### src/rtl/seq_mul_add.sv
// seq_mul_add: sequential signed multiply-add, Result = A*B + C, one multiplier bit per cycle
//
// Recomposes the dividend from restoring-divider outputs (Quotient->A, Divisor->B, Remainder->C).
// Parameter WIDTH: operand width (two's complement); Result is 2*WIDTH bits.
// Ports:
//   Clock, Reset_n      rising-edge clock, asynchronous active-low reset
//   Start               level request, sampled only in IDLE; must drop before the next operation
//   A, B, C             signed multiplicand, multiplier, addend (C sign-extended)
//   Result, Overflow    registered A*B+C and "does not fit in WIDTH signed bits"
//   Busy, Done          high in WORK / high in DONE
// Optional feature SEQ_MUL_ADD_EARLY_EXIT_EN: leave WORK as soon as the remaining multiplier is zero.
module seq_mul_add #(
  parameter int WIDTH = 16
) (
  input  logic               Clock,
  input  logic               Reset_n,
  input  logic               Start,
  input  logic [WIDTH-1:0]   A,
  input  logic [WIDTH-1:0]   B,
  input  logic [WIDTH-1:0]   C,
  output logic [2*WIDTH-1:0] Result,
  output logic               Overflow,
  output logic               Busy,
  output logic               Done
);
  localparam int CW = $clog2(WIDTH + 1);
  typedef enum logic [1:0] {IDLE, WORK, DONE} state_t;
  state_t               state;
  logic [2*WIDTH-1:0]   mcand, acc, c_ext, sum;
  logic [WIDTH-1:0]     mplier;
  logic [CW-1:0]        count;
  logic                 sign, finish, ovf;
`ifdef SEQ_MUL_ADD_EARLY_EXIT_EN
  assign finish = (count == CW'(WIDTH)) || (mplier == '0);
`else
  assign finish = count == CW'(WIDTH);
`endif
  // |A*B| <= 2^(2*WIDTH-2), so negating and adding C cannot wrap in 2*WIDTH bits
  assign sum = (sign ? -acc : acc) + c_ext;
  // fits in WIDTH signed bits only if the top WIDTH+1 bits are all equal
  assign ovf = !((&sum[2*WIDTH-1:WIDTH-1]) || !(|sum[2*WIDTH-1:WIDTH-1]));
  assign Busy = state == WORK;
  always_ff @(posedge Clock or negedge Reset_n) begin
    if (!Reset_n) begin
      state    <= IDLE;
      mcand    <= '0;
      acc      <= '0;
      c_ext    <= '0;
      mplier   <= '0;
      count    <= '0;
      sign     <= 1'b0;
      Result   <= '0;
      Overflow <= 1'b0;
      Done     <= 1'b0;
    end else begin
      case (state)
        IDLE: if (Start) begin
          // magnitudes as unsigned WIDTH-bit values: the most negative input maps to 2^(WIDTH-1)
          mcand  <= {{WIDTH{1'b0}}, (A[WIDTH-1] ? -A : A)};
          mplier <= B[WIDTH-1] ? -B : B;
          sign   <= A[WIDTH-1] ^ B[WIDTH-1];
          c_ext  <= {{WIDTH{C[WIDTH-1]}}, C};
          acc    <= '0;
          count  <= '0;
          state  <= WORK;
        end
        WORK: if (finish) begin
          Result   <= sum;
          Overflow <= ovf;
          Done     <= 1'b1;
          state    <= DONE;
        end else begin
          acc    <= mplier[0] ? acc + mcand : acc;
          mcand  <= mcand << 1;
          mplier <= mplier >> 1;
          count  <= count + 1'b1;
        end
        DONE: if (!Start) begin
          Done  <= 1'b0;
          state <= IDLE;
        end
        default: state <= IDLE;
      endcase
    end
  end
endmodule
### config.mk
export PLATFORM = sky130hd
export DESIGN_NAME = seq_mul_add
export DESIGN_NICKNAME = d
export VERILOG_FILES = /design/src/rtl/seq_mul_add.sv
export SDC_FILE = /design/constraint.sdc
export NUM_CORES = 1
export LEC_CHECK = 0
export ABC_AREA = 1
export CAP_MARGIN = 10
export CORE_MARGIN = 3
export CORE_UTILIZATION = 55
export DETAILED_ROUTE_END_ITERATION = 8
export GPL_ROUTABILITY_DRIVEN = 0
export PLACE_DENSITY = 0.85
export SETUP_SLACK_MARGIN = 0.02
export SLEW_MARGIN = 40
export SYNTH_ARGS = -nofsm -noshare
export SYNTH_HDL_FRONTEND = slang
export SYNTH_SLANG_ARGS = --single-unit
### constraint.sdc
create_clock -name Clock -period 3.9 [get_ports Clock]
set_input_delay 0.78 -clock Clock [delete_from_list [all_inputs] [get_ports Clock]]
set_output_delay 0.78 -clock Clock [all_outputs]
set_load 0.02 [all_outputs]
* Word level (Yosys, flattened, before mapping)
Cells that the tools add are included.
** Storage, ports and cells
- Register bits :: 138
- Input bits :: 51
- Output and inout bits :: 35
- Word-level logic and storage cells :: 62
** Operators by class
- Add/sub/neg operators :: 6
- Equal/unequal tests :: 8
- Muxes and demuxes :: 23
- Bitwise logic cells :: 1
- Reductions and logical operators :: 14
** Operator list (count)
- 32-bit 2-to-1 mux :: 6
- 32-bit one-hot mux with 2 select lines :: 2
- 32-bit adder :: 2
- 16-bit 2-to-1 mux :: 4
- 16-bit negation :: 2
- 32-bit negation :: 1
- 16-bit one-hot mux with 2 select lines :: 1
- 17-bit AND reduction :: 1
- 17-bit OR reduction :: 1
- 5-bit 2-to-1 mux :: 2
- 5-bit one-hot mux with 2 select lines :: 1
- 3-bit AND reduction :: 3
- 2-bit 2-to-1 mux :: 3
- 2-bit inequality test (second input constant) :: 3
- 2-bit one-hot mux with 3 select lines :: 1
- 5-bit by 1-bit adder with 5-bit output (second input constant) :: 1
- 5-bit == test (second input constant) :: 1
- 2-bit by 1-bit inequality test with 1-bit output (second input constant) :: 2
- 2-bit AND reduction :: 2
- 4-bit AND reduction :: 1
- 2-bit nonzero test :: 2
- 2-bit by 1-bit == test with 1-bit output (second input constant) :: 1
- 2-bit == test (second input constant) :: 1
- 1-bit zero test :: 2
- 5 further kinds :: 6

* Depth between registers and ports, before layout
- Depth in word-level cells :: 7
- Mapped depth :: 27
- Mapped depth without buffers :: 27

* Worst setup path after synthesis
Ideal clock, no wire load.
- Path kind :: register to register
- Start point :: register acc[1]
- End point :: register Overflow
- Setup time :: 0.117 ns
- Arrival time :: 3.164 ns
- Required time :: 3.783 ns
- Path slack :: 0.619 ns
- Cell stages (with the launch flop) :: 27
- Path buffers :: 0
- Clock period less this slack :: 3.281 ns
- Path through :: dfrtp_1 inv_1 ha_1 nand4_1 nor2_1 nand3_1 nor3b_2 nand3_1 o21ai_0 xor2_1 ha_1 nand2_2 inv_1 nand2_1 nand2_1 nand2_1 nand2_1 a21oi_1 nand2_1 nand2_1 nand2_1 nor2_1 nand2_1 nor2_1 nand3_1 nand3_1 nand2_1
** On the way
- Word-level cells in the longest chain between the ends :: 7
- Elaborated cells on any way between the ends :: 8
- Classes of those cells :: 2 x add/sub; 1 x mux; 5 x reduce/logical
** Ends and longest elaborated chain
- start: declaration :: line 29 : logic [2*WIDTH-1:0] mcand, acc, c_ext, sum;
- start signal: assignment :: line 73 : acc <= mplier[0] ? acc + mcand : acc;
- 32-bit negation :: line 39 : assign sum = (sign ? -acc : acc) + c_ext;
- 32-bit 2-to-1 mux * :: line 39
- 32-bit adder * :: line 39
- 17-bit OR reduction :: line 41 : assign ovf = !((&sum[2*WIDTH-1:WIDTH-1]) || !(|sum[2*WIDTH-1:WIDTH-1]));
- 1-bit zero test :: line 41
- 1-bit logical OR * :: line 41
- 1-bit zero test * :: line 41
- end signal: assignment :: line 69 : Overflow <= ovf;
- end: declaration :: line 22 : output logic Overflow,
Every way passes the cells marked *; elsewhere a longest branch is shown, timed or not.
A chain may end at the register's enable or synchronous reset.

* Final worst setup path
- Start point :: register acc[0]
- End point :: register Overflow
The elaborated chain is that of the path after synthesis.

==> impl_metrics.ini <==
[logic_synthesis]
synth_flop_cell = dfrtp_1
synth-edff-count = 0
ys_types = 49
avgSynthCellArea_um2 = 6.62
synth_area_mm2 = 0.0113
yosysWarnings = 0
syn-num-nets = 1831
syn_inst = 1704
yosysSeqAreaShare_pct = 30.6
netlist.top_cell.by_area = dfrtp_1
ys_ff_latch = 138
yosys-top-cells-area = dfrtp_1, nand2_1, ha_1
synthArstFlopShare_pct = 100
yosysTopAreaCellShare_pct = 30.6

[placed_design]
placed_area_mm2 = 0.0124
dpl.cell_count = 2027
port_buffers = 85
hpwl_um = 22200

[cts]
clock-sinks = 138
clk_pin_slew_ns = 0.06
tritoncts = done
cts_inserted_buffers = 17
hold_buffers = 0
clockBufferDepth = 2
worstSkewPairLatency_ns = 0.43
root_buffer = clkbuf_16
htreeDepth = 4

[critical_path]
cp.arrival_ns = 4.01
crit_cells = 25
endpoint_kind = flop
critPathRequiredTime_ns = 4.22
critPathMostFrequentCell = nand2_1
startpoint_type = flop
critical_path.slowest_cell = dfrtp_2
cpPeakStageDelay_ns = 0.44
critPathKind = flop to flop
crit_buf_inv = 2
cpLargestDelayFamily = simple AND/OR/NAND/NOR gates
crit_fanout = 4
rr_worst_depth = 25

[timing]
rsz0062_at_grt = true
fin_skew_ns = 0.00999
hold_violations = 0
final-max-slew-violation-count = 0
finalSetupViolCount = 0
timing.fmax_mhz = 271
period_share_pct = 94.7
slew_headroom_pct = 50.5
timing.final.crit_period_ns = 3.69
tightestPinTransition_ns = 0.743

[global_route]
overflow = 0
antenna_found_initial = 0
grt_start_max_net_pins = 111
grtUsageTotal_pct = 26.8
grt_pass1_wl_um = 49000
grt_pass1_vias = 10507

[finish]
layout.cells.non_filler = 2077
area_growth_syn_to_layout_pct = 18.5
drive_gt1_share_pct = 9.66
diodes = 0
final_nets = 1926
fin_util_pct = 67.6
design_area_mm2 = 0.0134

[detailed_routing]
vias = 11656
drt-initial-drc-count = 1114
wl_per_cell_um = 14.8
routed_via_density = 5.61
dr.pass1.iters = 6
ant_nets = 0
route.detailed.drc = 0
wl_um = 30800

[die]
fp.dieW_um = 149
die_y_um = 149
rows = 51
core_mm2 = 0.0198
initial_core_util_pct = 57.0
ioPinCount = 86
die-area_mm2 = 0.0223

[job]
cap_viol_max_count = 0

[hold_path]
hold_class = input port to async pin

[outcome]
status = finished clean
==> cell usage after synthesis (all sizes together) (12+ instances only) <==
library cell	instances
a21oi	106
clkbuf	26
dfrtp	138
ha	74
inv	221
nand2	565
nand3	80
nand4	13
nor2	150
nor3	27
o21ai	158
o22ai	12
o31ai	13
xnor2	12
xor2	39
==> cells by family after synthesis <==
family	after synthesis	synth area share, %
AOI/OAI and AO/OA	322	15.8
xor gates and xnor gates	51	3.96
adders and majority gates	76	8.56
buffers and inverters	260	8.76
DFF	138	30.6
and+or+nand+nor	857	32.3
==> stage by stage <==
stage / hold slack, ns / setup WS (ns) / TNS (ns)
floorplan: 0.445 / 0.619 / 0
global placement: 0.457 / 0.265 / 0
detailed placement: 0.464 / 0.145 / 0
CTS: 0.427 / 0.0775 / 0
global route: 0.280 / -0.108 / -0.108
finish: 0.248 / 0.208 / 0
==> cell usage in the layout (no fill, tap or decap), drive strengths merged, types with 3 or more instances in the layout <==
cell type,Yosys,layout
xnor2,12,12
a21o,10,10
nand4,13,13
nor3,27,27
o31ai,13,13
nand3b,6,6
buf,10,28
a31oi,6,6
o211ai,5,5
o22ai,12,12
dfrtp,138,138
or2,7,7
clkdlybuf4s50,0,84
bufinv,0,5
nor2,150,150
and2,4,4
xor2,39,39
a21oi,106,106
nand2,565,565
nand3,80,80
o21a,4,4
inv,221,225
ha,74,74
o21ai,158,158
nor4,3,3
clkbuf,26,20
clkinv,3,5
==> metal layers <==
layer  vias up  track usage, %  share of wire (%)
li1       5709               -                  -
met1      5321            35.2                 43
met2       542            45.1                 47
met3        84            4.10                7.3
met4         0            9.79                2.9
met5         -               0                  0
==> sequential cells by signal, summed over array words and instances, names as in the netlist <==
register / flops
mcand: 32
Overflow: 1
c_ext: 16
state: 2
Result: 32
mplier: 16
sign: 1
count: 5
Done: 1
acc: 32
==> path summary, 6_finish.rpt <==
kind / slack (ns) / end / start
hold reg to reg: 0.48 / mplier[3] / mplier[3]
min in group Clock: 0.48 / mplier[3] / mplier[3]
setup reg to reg: 0.21 / Overflow / acc[0]
hold / removal: 0.25 / Result[5] / Reset_n
max in group asynchronous: 2.95 / Result[27] / Reset_n
setup / recovery: 0.21 / Overflow / acc[0]
==> what timing repair did <==
action | in CTS | in global routing
endpoints found under the setup margin | 0 | 10
resized for setup | 0 | 52
setup buffers | 0 | 17
==> area by class of cell <==
cell class              instances  area, um^2
flip-flops and latches        138        3460
clock buffers                  20         437
repair buffers                112        1080
fillers                      1631        6410
clock inverters                12         210
multi-input cells            1306        7010
well taps                     265         332
inverters                     224         843
Power is not shown: default switching activity piles up to over one toggle a cycle in this logic, so the estimate is an artifact.
